`src/rtl/cmos_spi_config.sv`:
```
// CMOS sensor register-file programmer: writes each table entry over SPI (mode 0),
// reads it back, and requests a sensor reset and retry on a readback mismatch.
// The chip select stays low for 34*CLK_DIV cycles per frame: a CLK_DIV lead-in,
// then 16 bits of CLK_DIV high plus CLK_DIV low, then a CLK_DIV tail.
module cmos_spi_config #(
  parameter int unsigned CLK_DIV     = 4,
  parameter int unsigned NUM_REGS    = 32,
  parameter int unsigned ADDR_W      = 5,
  parameter int unsigned WAIT_CYCLES = 1024,
  parameter int unsigned MAX_RETRY   = 3
) (
  input  logic              clk_input,
  input  logic              reset_n,
  input  logic              start_config,
  input  logic              sensor_released,
  output logic [ADDR_W-1:0] rom_addr,
  input  logic [14:0]       rom_data,
  output logic              spi_cs_n,
  output logic              spi_sclk,
  output logic              spi_mosi,
  input  logic              spi_miso,
  output logic              request_reset,
  output logic              config_done,
  output logic              config_fail,
  output logic [1:0]        retry_count
);

  localparam int unsigned DIV_W    = $clog2(CLK_DIV) + 1;
  localparam int unsigned CNT_MAX0 = (WAIT_CYCLES > 16) ? WAIT_CYCLES : 16;
  localparam int unsigned CNT_MAX  = (CNT_MAX0 > 2 * CLK_DIV) ? CNT_MAX0 : 2 * CLK_DIV;
  localparam int unsigned CNT_W    = $clog2(CNT_MAX) + 1;

  typedef enum logic [3:0] {
    S_IDLE, S_SETTLE, S_FETCH, S_WRITE, S_GAP, S_READ,
    S_CHECK, S_RETRY, S_WAIT_START, S_DONE, S_FAIL
  } state_t;

  typedef enum logic [1:0] {PH_LEAD, PH_HIGH, PH_LOW, PH_TAIL} phase_t;

  state_t             r_state;
  phase_t             r_phase;
  logic [DIV_W-1:0]   r_div;
  logic [3:0]         r_bit;
  logic [CNT_W-1:0]   r_cnt;
  logic [15:0]        r_shift;
  logic [15:0]        r_rx;
  logic [6:0]         r_reg_addr;
  logic [7:0]         r_reg_data;
  logic               r_gap_to_read;
  logic               r_fetch_wait;
  logic [ADDR_W-1:0]  r_rom_addr;
  logic               r_cs_n;
  logic               r_sclk;
  logic               r_mosi;
  logic               r_req;
  logic               r_done;
  logic               r_fail;
  logic [1:0]         r_retry;

  logic w_start;
  logic w_abort;
  logic w_div_end;

  // Qualified start, abort condition for the active states, and SCLK phase boundary
  always_comb begin
    w_start   = start_config && sensor_released;
    w_abort   = !sensor_released &&
                (r_state inside {S_SETTLE, S_FETCH, S_WRITE, S_GAP, S_READ, S_CHECK});
    w_div_end = (r_div == DIV_W'(CLK_DIV - 1));
  end

  // Sequencer FSM with embedded SPI shift engine; all outputs registered
  always_ff @(posedge clk_input or negedge reset_n) begin
    if (!reset_n) begin
      r_state       <= S_IDLE;
      r_phase       <= PH_LEAD;
      r_div         <= '0;
      r_bit         <= '0;
      r_cnt         <= '0;
      r_shift       <= '0;
      r_rx          <= '0;
      r_reg_addr    <= '0;
      r_reg_data    <= '0;
      r_gap_to_read <= 1'b0;
      r_fetch_wait  <= 1'b0;
      r_rom_addr    <= '0;
      r_cs_n        <= 1'b1;
      r_sclk        <= 1'b0;
      r_mosi        <= 1'b0;
      r_req         <= 1'b0;
      r_done        <= 1'b0;
      r_fail        <= 1'b0;
      r_retry       <= '0;
    end else if (w_abort) begin
      r_state <= S_IDLE;
      r_phase <= PH_LEAD;
      r_div   <= '0;
      r_cs_n  <= 1'b1;
      r_sclk  <= 1'b0;
      r_mosi  <= 1'b0;
    end else begin
      case (r_state)
        S_IDLE: begin
          if (w_start) begin
            r_state    <= S_SETTLE;
            r_rom_addr <= '0;
            r_done     <= 1'b0;
            r_fail     <= 1'b0;
            r_cnt      <= '0;
          end
        end
        S_SETTLE: begin
          if (r_cnt == CNT_W'(WAIT_CYCLES - 1)) begin
            r_state      <= S_FETCH;
            r_fetch_wait <= 1'b0;
          end else begin
            r_cnt <= r_cnt + CNT_W'(1);
          end
        end
        S_FETCH: begin
          if (!r_fetch_wait) begin
            r_fetch_wait <= 1'b1;
          end else begin
            r_reg_addr <= rom_data[14:8];
            r_reg_data <= rom_data[7:0];
            r_shift    <= {1'b1, rom_data};
            r_mosi     <= 1'b1;
            r_cs_n     <= 1'b0;
            r_phase    <= PH_LEAD;
            r_div      <= '0;
            r_bit      <= '0;
            r_state    <= S_WRITE;
          end
        end
        S_WRITE, S_READ: begin
          if (w_div_end) begin
            r_div <= '0;
            case (r_phase)
              PH_LEAD: begin
                r_phase <= PH_HIGH;
                r_sclk  <= 1'b1;
                r_rx    <= {r_rx[14:0], spi_miso};
              end
              PH_HIGH: begin
                r_phase <= PH_LOW;
                r_sclk  <= 1'b0;
                r_shift <= {r_shift[14:0], 1'b0};
                r_mosi  <= r_shift[14];
              end
              PH_LOW: begin
                if (r_bit == 4'd15) begin
                  r_phase <= PH_TAIL;
                end else begin
                  r_bit   <= r_bit + 4'd1;
                  r_phase <= PH_HIGH;
                  r_sclk  <= 1'b1;
                  r_rx    <= {r_rx[14:0], spi_miso};
                end
              end
              PH_TAIL: begin
                r_phase <= PH_LEAD;
                r_cs_n  <= 1'b1;
                r_mosi  <= 1'b0;
                r_cnt   <= '0;
                if (r_state == S_WRITE) begin
                  r_gap_to_read <= 1'b1;
                  r_state       <= S_GAP;
                end else begin
                  r_state <= S_CHECK;
                end
              end
            endcase
          end else begin
            r_div <= r_div + DIV_W'(1);
          end
        end
        S_GAP: begin
          if (r_cnt == CNT_W'(2 * CLK_DIV - 1)) begin
            if (r_gap_to_read) begin
              r_shift <= {1'b0, r_reg_addr, 8'h00};
              r_mosi  <= 1'b0;
              r_cs_n  <= 1'b0;
              r_phase <= PH_LEAD;
              r_div   <= '0;
              r_bit   <= '0;
              r_state <= S_READ;
            end else begin
              r_fetch_wait <= 1'b0;
              r_state      <= S_FETCH;
            end
          end else begin
            r_cnt <= r_cnt + CNT_W'(1);
          end
        end
        S_CHECK: begin
          if (r_rx[7:0] == r_reg_data) begin
            if (r_rom_addr == ADDR_W'(NUM_REGS - 1)) begin
              r_done  <= 1'b1;
              r_state <= S_DONE;
            end else begin
              r_rom_addr    <= r_rom_addr + ADDR_W'(1);
              r_gap_to_read <= 1'b0;
              r_cnt         <= '0;
              r_state       <= S_GAP;
            end
          end else if (r_retry < 2'(MAX_RETRY)) begin
            r_retry <= r_retry + 2'd1;
            r_req   <= 1'b1;
            r_cnt   <= '0;
            r_state <= S_RETRY;
          end else begin
            r_fail  <= 1'b1;
            r_state <= S_FAIL;
          end
        end
        S_RETRY: begin
          if (r_cnt == CNT_W'(15)) begin
            r_req   <= 1'b0;
            r_state <= S_WAIT_START;
          end else begin
            r_cnt <= r_cnt + CNT_W'(1);
          end
        end
        S_WAIT_START: begin
          if (w_start) begin
            r_rom_addr <= '0;
            r_cnt      <= '0;
            r_state    <= S_SETTLE;
          end
        end
        S_DONE, S_FAIL: begin
          if (w_start) begin
            r_rom_addr <= '0;
            r_retry    <= '0;
            r_done     <= 1'b0;
            r_fail     <= 1'b0;
            r_cnt      <= '0;
            r_state    <= S_SETTLE;
          end
        end
        default: r_state <= S_IDLE;
      endcase
    end
  end

  assign rom_addr      = r_rom_addr;
  assign spi_cs_n      = r_cs_n;
  assign spi_sclk      = r_sclk;
  assign spi_mosi      = r_mosi;
  assign request_reset = r_req;
  assign config_done   = r_done;
  assign config_fail   = r_fail;
  assign retry_count   = r_retry;

endmodule
```
`config.mk`:
```
export PLATFORM = sky130hd
export DESIGN_NAME = cmos_spi_config
export DESIGN_NICKNAME = d
export VERILOG_FILES = /design/src/rtl/cmos_spi_config.sv
export SDC_FILE = /design/constraint.sdc
export NUM_CORES = 1
export LEC_CHECK = 0
export ABC_AREA = 1
export CELL_PAD_IN_SITES_DETAIL_PLACEMENT = 0
export CELL_PAD_IN_SITES_GLOBAL_PLACEMENT = 1
export CORE_MARGIN = 5
export CORE_UTILIZATION = 46
export CTS_CLUSTER_DIAMETER = 120
export DETAILED_ROUTE_END_ITERATION = 7
export PLACE_DENSITY = 0.89
export SYNTH_ARGS = -nofsm -noshare
export SYNTH_HDL_FRONTEND = slang
export SYNTH_SLANG_ARGS = --single-unit
```
`constraint.sdc`:
```
create_clock -name clk_input -period 5.9 [get_ports clk_input]
set_clock_uncertainty 0.15 [all_clocks]
set_input_delay 0.885 -clock clk_input [delete_from_list [all_inputs] [get_ports clk_input]]
set_output_delay 0.885 -clock clk_input [all_outputs]
set_load 0.005 [all_outputs]
```
==> impl_metrics.py, run 1 <==
metrics = {
    "placed_design": {
        "dp_hpwl_mm": 6.90,
        "place_area_um2": 4710,
        "port_buffers": 32,
        "dp.cells": 732,
        "gp_congestion": 0.837,
    },
    "finish": {
        "final_nets": 640,
        "layoutNonFillerInstCount": 748,
        "final_cell_area_um2": 4930,
        "layout_common_cells": "nand2_1, dfrtp_1, inv_1",
        "final_common_cell": "nand2_1",
        "antenna_cells": 0,
        "syn2layout_area_growth_pct": 13.5,
        "drive_gt1_share_pct": 6.79,
    },
    "yosys": {
        "seq_area_frac_synth_pct": 44.4,
        "avgSynthCellArea_um2": 7.39,
        "synth_cells": 588,
        "synth_seq_cells": 77,
        "synth_fp_nets": 614,
        "synth.yosys.warnings": 0,
        "synth_ff_type": "dfrtp_1",
        "synth_area_um2": 4350,
        "synth_cell_type_count": 31,
        "synth_edf_count": 0,
        "async_flop_share_pct": 100,
    },
    "floorplan": {
        "initial_core_util_pct": 47.0,
        "die_area_um2": 11500,
        "core_um2": 9240,
        "num_io_pins": 33,
        "die_h_um": 107,
        "num_rows": 35,
        "die_x_um": 107,
    },
    "cts": {
        "cts_hold_buf": 0,
        "post_cts_buffers": 0,
        "cts.repair.resized": 0,
        "tritoncts": "done",
        "cts_made_buffers": 9,
        "root_buffer": "clkbuf_8",
        "cts.sinks": 77,
        "htree_levels": 3,
        "clk_pin_slew_worst_paths_ns": 0.08,
        "clock_path_buffers": 2,
        "insertion_delay_ns": 0.35,
    },
    "grt": {
        "grt_max_degree": 78,
        "grt_pass1_wl_mm": 17.2,
        "grt_usage_pct": 18.3,
        "grt_overflow": 0,
        "grt_pass1_vias": 3717,
        "antenna_found_initial": 0,
    },
    "sta": {
        "rsz0062_at_grt": "false",
        "fin_tns_setup_ns": 0,
        "finalHoldViolations": 0,
        "period_share_pct": 57.0,
        "fin_crit_ns": 3.36,
        "max_slew_margin_pct": 25.1,
        "setup_viol_count_final": 0,
        "clock.fmax_mhz": 297,
        "worst_pin_slew_ns": 1.12,
        "slew_violations": 0,
        "timing.hold.ws_ns": 0.330,
    },
    "power_and_ir_drop": {
        "seqPwrFrac_pct": 36.7,
        "powerDensity_nw_per_um2": 456,
        "p_comb_share_pct": 43.6,
        "clock_power_share_pct": 19.7,
        "cellLeakagePower_nw": 2.39,
        "sw_frac_of_total_pct": 42.8,
        "power_switching_mw": 0.963,
        "vdd_drop_max_mv": 0.238,
        "p_int_mw": 1.29,
    },
    "worst_setup_path": {
        "crit_slowest_cell": "nor2_1",
        "max_stage_delay_ns": 0.60,
        "crit_path_max_fanout": 23,
        "worstPathArrival_ns": 3.45,
        "cp_cell_sequence": "inv_1, nand2_2, nor2_2, inv_1, nand2_1, nand2_1, o211ai_1, nor2_1, nand3_1, nand2_1, nand2_1",
        "worst_setup_path_start_kind": "flop",
        "crit_top_cell": "nand2_1",
        "critPathRequiredTime_ns": 5.99,
        "critPathKind": "flop to flop",
        "endpoint_kind": "flop",
    },
    "hold_path": {
        "hold_path.class": "flop to flop",
    },
    "outcome": {
        "status": "complete, no violations",
    },
    "drt": {
        "drt_wl_total_mm": 9.63,
        "drt-initial-drc-count": 195,
        "antenna_left": 0,
        "drc_errors": 0,
        "vias": 3762,
        "drt-wirelength-per-cell_um": 12.9,
        "drt_pass1_iterations": 5,
        "drt-vias-per-instance": 5.03,
    },
    "job": {
        "drv_cap": 0,
    },
}
critical path, delay by kind of cell, from the launching register on:
kind / cells / cell delay, ns
DFF: 1 / 0.38
and+or+nand+nor: 8 / 2.44
AOI/OAI and AO/OA: 1 / 0.12
buffers and inverters: 2 / 0.15
final cells by class:
cell class	count	area (um^2)
clock buffers	10	128
clock inverters	6	93.8
fillers	907	4310
inverters	65	244
multi-input cells	429	2060
flip-flops and latches	77	1930
well taps	129	161
repair buffers	32	318
state kept, by name, indices dropped and copies added, names as in the netlist:
name,count
r_gap_to_read,1
r_state,4
r_bit,4
config_done,1
r_phase,2
r_rx,8
r_reg_addr,7
spi_mosi,1
config_fail,1
request_reset,1
r_fetch_wait,1
r_reg_data,8
spi_sclk,1
r_shift,15
r_div,3
rom_addr,5
r_cnt,11
retry_count,2
spi_cs_n,1
power groups by stage:
| stage | Combinational [mW] | Clock, mW | Sequential (mW) |
|---|---|---|---|
| floorplan | 0.771 | 0 | 0.807 |
| global placement | 0.970 | 0 | 0.829 |
| detailed placement | 0.982 | 0 | 0.833 |
| CTS | 0.989 | 0.459 | 0.824 |
| global route | 1.14 | 0.485 | 0.850 |
| finish | 0.982 | 0.444 | 0.826 |
routing by layer:
metal | GRT usage, % | part of all wire, %
met5 | 0 | 0
met3 | 2.89 | 3.4
met2 | 28.5 | 45
met4 | 6.58 | 1.7
met1 | 25.8 | 50
logic make-up (layout without fill, tap and decap cells):
| group | count (synthesis) | in the layout | synth area share, % |
|---|---|---|---|
| fa+ha+maj | 6 | 6 | 1.73 |
| buf+inv | 82 | 113 | 8.26 |
| flops | 77 | 77 | 44.4 |
| xor+xnor | 9 | 9 | 1.81 |
| simple gates | 312 | 312 | 30.8 |
| compound gates | 102 | 102 | 13.0 |
metrics by stage:
stage / total power, mW / setup slack [ns] / util, %
after global placement: 1.80 / 2.48 / 51.0
after detailed placement: 1.82 / 2.37 / 51.0
after CTS: 2.27 / 2.51 / 53.4
after global routing: 2.48 / 2.17 / 53.4
final: 2.25 / 2.54 / 53.4
after floorplan: 1.58 / 4.00 / -
worst paths after layout:
check | startpoint | end | slack, ns | depth (start not counted)
max reg2reg | r_state[3]$_DFFE_PN0P_ | r_cnt[8]$_DFFE_PN0P_ | 2.54 | 11
min | request_reset$_DFFE_PN0P_ | request_reset$_DFFE_PN0P_ | 0.33 | 2
min reg2reg | request_reset$_DFFE_PN0P_ | request_reset$_DFFE_PN0P_ | 0.33 | 2
min in group asynchronous | reset_n | r_rx[7]$_DFFE_PN0P_ | 0.52 | 1
max in group asynchronous | reset_n | r_cnt[7]$_DFFE_PN0P_ | 4.44 | 1
max | r_state[3]$_DFFE_PN0P_ | r_cnt[8]$_DFFE_PN0P_ | 2.54 | 11
synthesized netlist by cell type, types with 2 or more instances:
cell type | number | area share [%]
nand2_2 | 5 | 0.72
or2_2 | 5 | 0.72
xnor2_1 | 4 | 0.81
o21a_1 | 6 | 1.0
nor2_2 | 5 | 0.72
dfrtp_1 | 76 | 44
o211ai_1 | 2 | 0.35
ha_1 | 6 | 1.7
nor2_4 | 2 | 0.52
inv_2 | 5 | 0.43
nor2_1 | 51 | 4.4
a22oi_1 | 12 | 2.1
a21oi_1 | 14 | 1.6
nand4_1 | 18 | 2.6
nand3_1 | 30 | 3.5
buf_2 | 8 | 0.92
buf_4 | 5 | 0.86
o21ai_1 | 37 | 4.3
nand2_1 | 185 | 16
nand3_2 | 2 | 0.46
inv_1 | 60 | 5.2
buf_6 | 3 | 0.78
xor2_1 | 5 | 1.0
nor3_1 | 7 | 0.81
o21ai_0 | 29 | 3.3
No activity file was read; power rests on OpenSTA's default activity.
==> inputs of run 2 (changes only) <==
- CORE_UTILIZATION: 46 -> 39
- PLACE_DENSITY: 0.89 -> 0.81
- clock period: 5.9 -> 2.75 ns (I/O delays scaled with it)
==> run 2 against run 1 <==
  * Critical path depth did not move
  * Fmax increased by 42%
  * Wire length up 7.2%
  * Die area rose by 16%
  * Largest power group unchanged
  * Clock power rose by 110%
  * Combinational power grew 130%
  * First-iteration DRC count fell by 1.0%
  * Cell count increased by 3.1%
==> impl_metrics.py, run 2 (synthesized netlist as in run 1, its figures left out) <==
metrics = {
    "outcome": {
        "status": "complete, no violations",
    },
    "worst_setup_path": {
        "crit_path_max_fanout": 11,
        "endpoint_kind": "flop",
        "worstPathArrival_ns": 2.47,
        "crit_buf_inv": 2,
        "max_stage_delay_ns": 0.39,
        "cp_cell_sequence": "inv_1, nand2_2, nor2_2, inv_1, nand2_1, nand2_1, o211ai_1, nor2_1, nand3_1, nand2_1, nand2_1",
        "critPathKind": "flop to flop",
        "worst-path-stages": 11,
        "crit_slowest_cell": "dfrtp_1",
        "crit_top_cell": "nand2_1",
        "critPathRequiredTime_ns": 2.86,
        "crit_family": "simple AND/OR/NAND/NOR gates",
        "ff2ff_path_depth": 11,
        "worst_setup_path_start_kind": "flop",
    },
    "hold_path": {
        "hold_path.class": "flop to flop",
        "hold_depth": 2,
    },
    "finish": {
        "largest_register": "r_shift",
        "antenna_cells": 0,
        "drive_gt1_share_pct": 8.56,
        "syn2layout_area_growth_pct": 15.8,
        "largest_register_ffs": 15,
        "final_nets": 652,
        "num-fill-cells": 1139,
        "final_common_cell": "nand2_1",
        "layout_common_cells": "nand2_1, dfrtp_1, inv_1",
        "reg_top3": "r_shift (15), r_cnt (11)",
    },
    "cts": {
        "cts.repair.resized": 0,
        "insertion_delay_ns": 0.37,
        "root_buffer": "clkbuf_8",
        "clk_pin_slew_worst_paths_ns": 0.09,
        "cts_made_buffers": 9,
        "clock_path_buffers": 2,
        "cts_hold_buf": 1,
        "post_cts_buffers": 0,
        "htree_levels": 3,
        "cts.sinks": 77,
        "tritoncts": "done",
    },
    "power_and_ir_drop": {
        "powerDensity_nw_per_um2": 972,
        "cellLeakagePower_nw": 2.45,
        "power_switching_mw": 2.15,
        "vdd_drop_max_mv": 0.435,
        "p_comb_share_pct": 45.2,
        "p_int_mw": 2.74,
        "seqPwrFrac_pct": 36.1,
        "sw_frac_of_total_pct": 43.9,
        "clock_power_share_pct": 18.7,
    },
    "placed_design": {
        "dp_hpwl_mm": 7.41,
        "port_buffers": 32,
        "gp_congestion": 0.845,
    },
    "grt": {
        "antenna_found_initial": 0,
        "grt_overflow": 0,
        "grt_usage_pct": 17.0,
        "grt_pass1_wl_mm": 18.1,
        "grt_max_degree": 42,
        "grt_pass1_vias": 3790,
    },
    "sta": {
        "fin_tns_setup_ns": 0,
        "timing.hold.ws_ns": 0.328,
        "max_slew_margin_pct": 63.2,
        "fin_crit_ns": 2.37,
        "period_share_pct": 86.0,
        "slew_violations": 0,
        "rsz0062_at_grt": "false",
        "finalHoldViolations": 0,
        "setup_viol_count_final": 0,
        "clock.fmax_mhz": 423,
        "worst_pin_slew_ns": 0.547,
    },
    "drt": {
        "drt-wirelength-per-cell_um": 13.4,
        "antenna_left": 0,
        "vias": 3824,
        "drt-initial-drc-count": 193,
        "drc_errors": 0,
        "drt_pass1_iterations": 4,
        "drt-vias-per-instance": 4.96,
        "drt_wl_total_mm": 10.3,
    },
    "floorplan": {
        "die_area_um2": 13400,
        "die_h_um": 116,
        "core_um2": 10900,
        "num_rows": 38,
        "die_x_um": 116,
        "num_io_pins": 33,
        "initial_core_util_pct": 39.9,
    },
    "job": {
        "drv_cap": 0,
    },
}
-- run 2: cell count changes in the layout (fill, tap and decap cells not counted), sizes merged --
cell         delta
clkinv          +2
clkinvlp        -1
dlygate4sd3     +1
inv             +1
bufinv          -1
clkbuf          -1
buf            +11
-- run 2: power groups by stage --
| stage | combinational [mW] | clock, mW | sequential (mW) |
|---|---|---|---|
| 2_1_floorplan | 1.65 | 0 | 1.73 |
| 3_3_place_gp | 2.19 | 0 | 1.78 |
| 3_5_place_dp | 2.22 | 0 | 1.78 |
| 4_1_cts | 2.24 | 0.943 | 1.76 |
| 5_1_grt | 2.55 | 0.989 | 1.81 |
| 6_report | 2.21 | 0.915 | 1.76 |
-- run 2: area by class of cell --
| class | instances | area (um^2) | share of cell area [%] |
|---|---|---|---|
| timing repair buffer | 44 | 423 | 8.40 |
| clock buffer | 9 | 124 | 2.46 |
| sequential | 77 | 1930 | 38.3 |
| clock inverter | 7 | 81.3 | 1.62 |
| multi-input combinational | 429 | 2060 | 40.9 |
| inverter | 65 | 244 | 4.85 |
| tap | 140 | 175 | 3.48 |
-- run 2: through the flow --
stage | setup slack, ns | power (mW) | utilization (%) | instance area [um^2] | cells
after floorplan | 0.851 | 3.38 | - | 4350 | 588
after global placement | 0.392 | 3.96 | 44.3 | 4820 | 754
after detailed placement | 0.362 | 4.01 | 44.3 | 4820 | 754
after CTS | 0.362 | 4.94 | 46.2 | 5030 | 771
after global routing | 0.0759 | 5.35 | 46.2 | 5030 | 771
final | 0.384 | 4.89 | 46.2 | 5030 | 771
-- run 2: worst paths after layout --
check,slack (ns),start,endpoint
worst max register to register,0.38,r_state[3]$_DFFE_PN0P_,r_cnt[8]$_DFFE_PN0P_
max in group asynchronous,1.38,reset_n,spi_cs_n$_DFFE_PN1P_
worst min-delay path,0.33,request_reset$_DFFE_PN0P_,request_reset$_DFFE_PN0P_
worst max-delay path,0.38,r_state[3]$_DFFE_PN0P_,r_cnt[8]$_DFFE_PN0P_
worst min register to register,0.33,request_reset$_DFFE_PN0P_,request_reset$_DFFE_PN0P_
min in group asynchronous,0.42,reset_n,r_shift[6]$_DFFE_PN0P_
-- run 2: worst min-delay path, delay by kind of cell, from the launching register on --
| family | cells | cell delay, ns |
|---|---|---|
| AND/OR/NAND/NOR | 2 | 0.10 |
| flip-flops | 1 | 0.35 |
-- run 2: layer usage --
| metal | part of all wire (%) | GRT usage (%) | wire length [um] |
|---|---|---|---|
| met5 | 0 | 0 | 0 |
| met4 | 1.6 | 6.10 | 168 |
| met3 | 4.3 | 3.60 | 439 |
| met2 | 44 | 25.9 | 4550 |
| met1 | 50 | 24.0 | 5160 |
==> inputs of run 3 (changes only) <==
- GPL_TIMING_DRIVEN: not set -> 0
==> run 3 against run 2 <==
  * Critical path depth decreased by 2
  * Largest power group unchanged
  * Fmax rose by 2.3%
  * Non-clock buffer count is 7 higher
  * First-iteration DRC count rose by 47%
  * Critical endpoint is now r_cnt[5]$_DFFE_PN0P_
  * Combinational power is 5% higher
  * Wire length is 5.3% higher
  * Sequential power about the same
  * Hold slack worse by 0.0059 ns
  * Register-to-register slack better by 0.05 ns
  * Via count increased by 4.1%
  * Utilization rose by 0.68 points
==> impl_metrics.py, run 3 (synthesized netlist as in run 1, its figures left out) <==
metrics = {
    "outcome": {
        "status": "complete, no violations",
    },
    "power_and_ir_drop": {
        "p_comb_share_pct": 45.6,
        "seqPwrFrac_pct": 34.7,
        "power_mw": 5.11,
        "powerDensity_nw_per_um2": 999,
        "vdd_drop_max_mv": 0.397,
        "sw_frac_of_total_pct": 43.1,
        "cellLeakagePower_nw": 2.49,
        "p_int_mw": 2.91,
        "clock_power_share_pct": 19.8,
        "power_switching_mw": 2.20,
    },
    "placed_design": {
        "gp_congestion": 0.853,
        "port_buffers": 32,
        "dp_hpwl_mm": 7.83,
        "place_area_um2": 4870,
        "dp.cells": 761,
    },
    "sta": {
        "period_share_pct": 84.1,
        "worst_pin_slew_ns": 0.491,
        "fin_crit_ns": 2.31,
        "fin_tns_setup_ns": 0,
        "slew_violations": 0,
        "max_slew_margin_pct": 66.9,
        "clock.fmax_mhz": 432,
        "finalHoldViolations": 0,
        "setup_viol_count_final": 0,
        "rsz0062_at_grt": "false",
    },
    "finish": {
        "drive_gt1_share_pct": 9.40,
        "antenna_cells": 0,
        "largest_register": "r_shift",
        "num-fill-cells": 1086,
        "layout_common_cells": "nand2_1, dfrtp_1, inv_1",
        "final_nets": 659,
        "reg_top3": "r_shift (15), r_cnt (11)",
        "layoutNonFillerInstCount": 778,
        "final_common_cell": "nand2_1",
        "largest_register_ffs": 15,
        "final_cell_area_um2": 5110,
        "syn2layout_area_growth_pct": 17.5,
    },
    "grt": {
        "grt_use_met1_pct": 23.8,
        "antenna_found_initial": 0,
        "grt_overflow": 0,
        "groute.layer.met2.usage_pct": 27.4,
        "grt_usage_pct": 17.4,
        "grt.busiest_layer": "met2",
        "grt_max_degree": 55,
        "grt_pass1_wl_mm": 18.5,
        "met3_usage_pct": 4.02,
        "grt_pass1_vias": 3854,
    },
    "floorplan": {
        "die_area_um2": 13400,
        "num_io_pins": 33,
        "num_rows": 38,
        "core_um2": 10900,
        "die_h_um": 116,
        "initial_core_util_pct": 39.9,
        "die_x_um": 116,
    },
    "cts": {
        "clk_pin_slew_worst_paths_ns": 0.08,
        "root_buffer": "clkbuf_8",
        "clock_path_buffers": 2,
        "cts.sinks": 77,
        "insertion_delay_ns": 0.37,
        "cts_made_buffers": 9,
        "tritoncts": "done",
        "htree_levels": 3,
        "post_cts_buffers": 0,
    },
    "drt": {
        "drt_pass1_iterations": 5,
        "drt-vias-per-instance": 5.11,
        "antenna_left": 0,
        "drt-wirelength-per-cell_um": 14.0,
        "drt-initial-drc-count": 283,
        "vias": 3979,
        "drc_errors": 0,
        "drt_wl_total_mm": 10.9,
    },
    "job": {
        "drv_cap": 0,
    },
    "worst_setup_path": {
        "endpoint_kind": "flop",
        "worstPathArrival_ns": 2.47,
        "crit_path_max_fanout": 10,
        "critPathRequiredTime_ns": 2.90,
        "worst_setup_path_start_kind": "flop",
        "critPathKind": "flop to flop",
    },
    "hold_path": {
        "hold_path.class": "flop to flop",
    },
}
[run 3: changes by cell type in the layout (fill, tap and decap cells not counted), sizes merged]
cell / previous run / this run
buf: 12 / 18
clkbuf: 9 / 11
bufinv: 1 / 2
clkinv: 3 / 2
inv: 68 / 67
[run 3: power by group through the flow]
stage | registers (mW) | clock network (mW) | logic [mW]
6_report | 1.77 | 1.01 | 2.33
5_1_grt | 1.82 | 1.09 | 2.64
4_1_cts | 1.77 | 1.03 | 2.35
3_5_place_dp | 1.79 | 0 | 2.33
3_3_place_gp | 1.77 | 0 | 2.29
2_1_floorplan | 1.73 | 0 | 1.65
[run 3: area by class of cell]
cell class,instances,area [um^2],share of cell area [%]
multi-input combinational,429,2060,40.3
sequential,77,1930,37.7
timing repair buffer,34,355,6.96
inverter,65,244,4.78
tap,140,175,3.43
clock buffer,10,138,2.69
buffer,17,115,2.25
clock inverter,6,93.8,1.84
[run 3: what timing repair did]
| item | CTS | global route |
|---|---|---|
| hold buffers | 1 | 0 |
| hold endpoints to repair | 22 | 0 |
| gates resized for setup | 0 | 0 |
[run 3: worst paths after layout]
path                                        start                endpoint  slack [ns]  cells past startpoint
setup / recovery           r_state[1]$_DFFE_PN0P_    r_cnt[5]$_DFFE_PN0P_        0.44                      9
hold / removal               spi_cs_n$_DFFE_PN1P_    spi_cs_n$_DFFE_PN1P_        0.32                      2
setup reg to reg           r_state[1]$_DFFE_PN0P_    r_cnt[5]$_DFFE_PN0P_        0.44                      9
hold reg to reg              spi_cs_n$_DFFE_PN1P_    spi_cs_n$_DFFE_PN1P_        0.32                      2
max in group asynchronous                 reset_n  r_state[3]$_DFFE_PN0P_        1.53                      3
min in group asynchronous                 reset_n    r_bit[2]$_DFFE_PN0P_        0.33                      2
[run 3: worst max-delay path, stage by stage (launching register included)]
cell and delay, ns:
dfrtp_1 0.43, inv_2 0.10, nand2_1 0.13, nand3_1 0.21, nand2_1 0.22, nor2_1 0.29, nand2_1 0.31, nor3_1 0.21
nand4_1 0.12, nand2_1 0.09
[run 3: metrics by stage]
step           hold slack, ns  setup slack (ns)  util, %
3_3_place_gp            0.305             -1.73     44.5
4_1_cts                 0.327             0.439     46.9
2_1_floorplan         -0.0331             0.851        -
5_1_grt                 0.336             0.218     46.9
6_report                0.322             0.436     46.9
3_5_place_dp            0.202             0.450     44.7
[run 3: per-layer routing]
| layer | vias to the layer above | share of wire (%) |
|---|---|---|
| met5 | - | 0 |
| met4 | 0 | 1.3 |
| met3 | 11 | 3.9 |
| met2 | 73 | 45 |
| met1 | 1896 | 49 |
| li1 | 1999 | - |
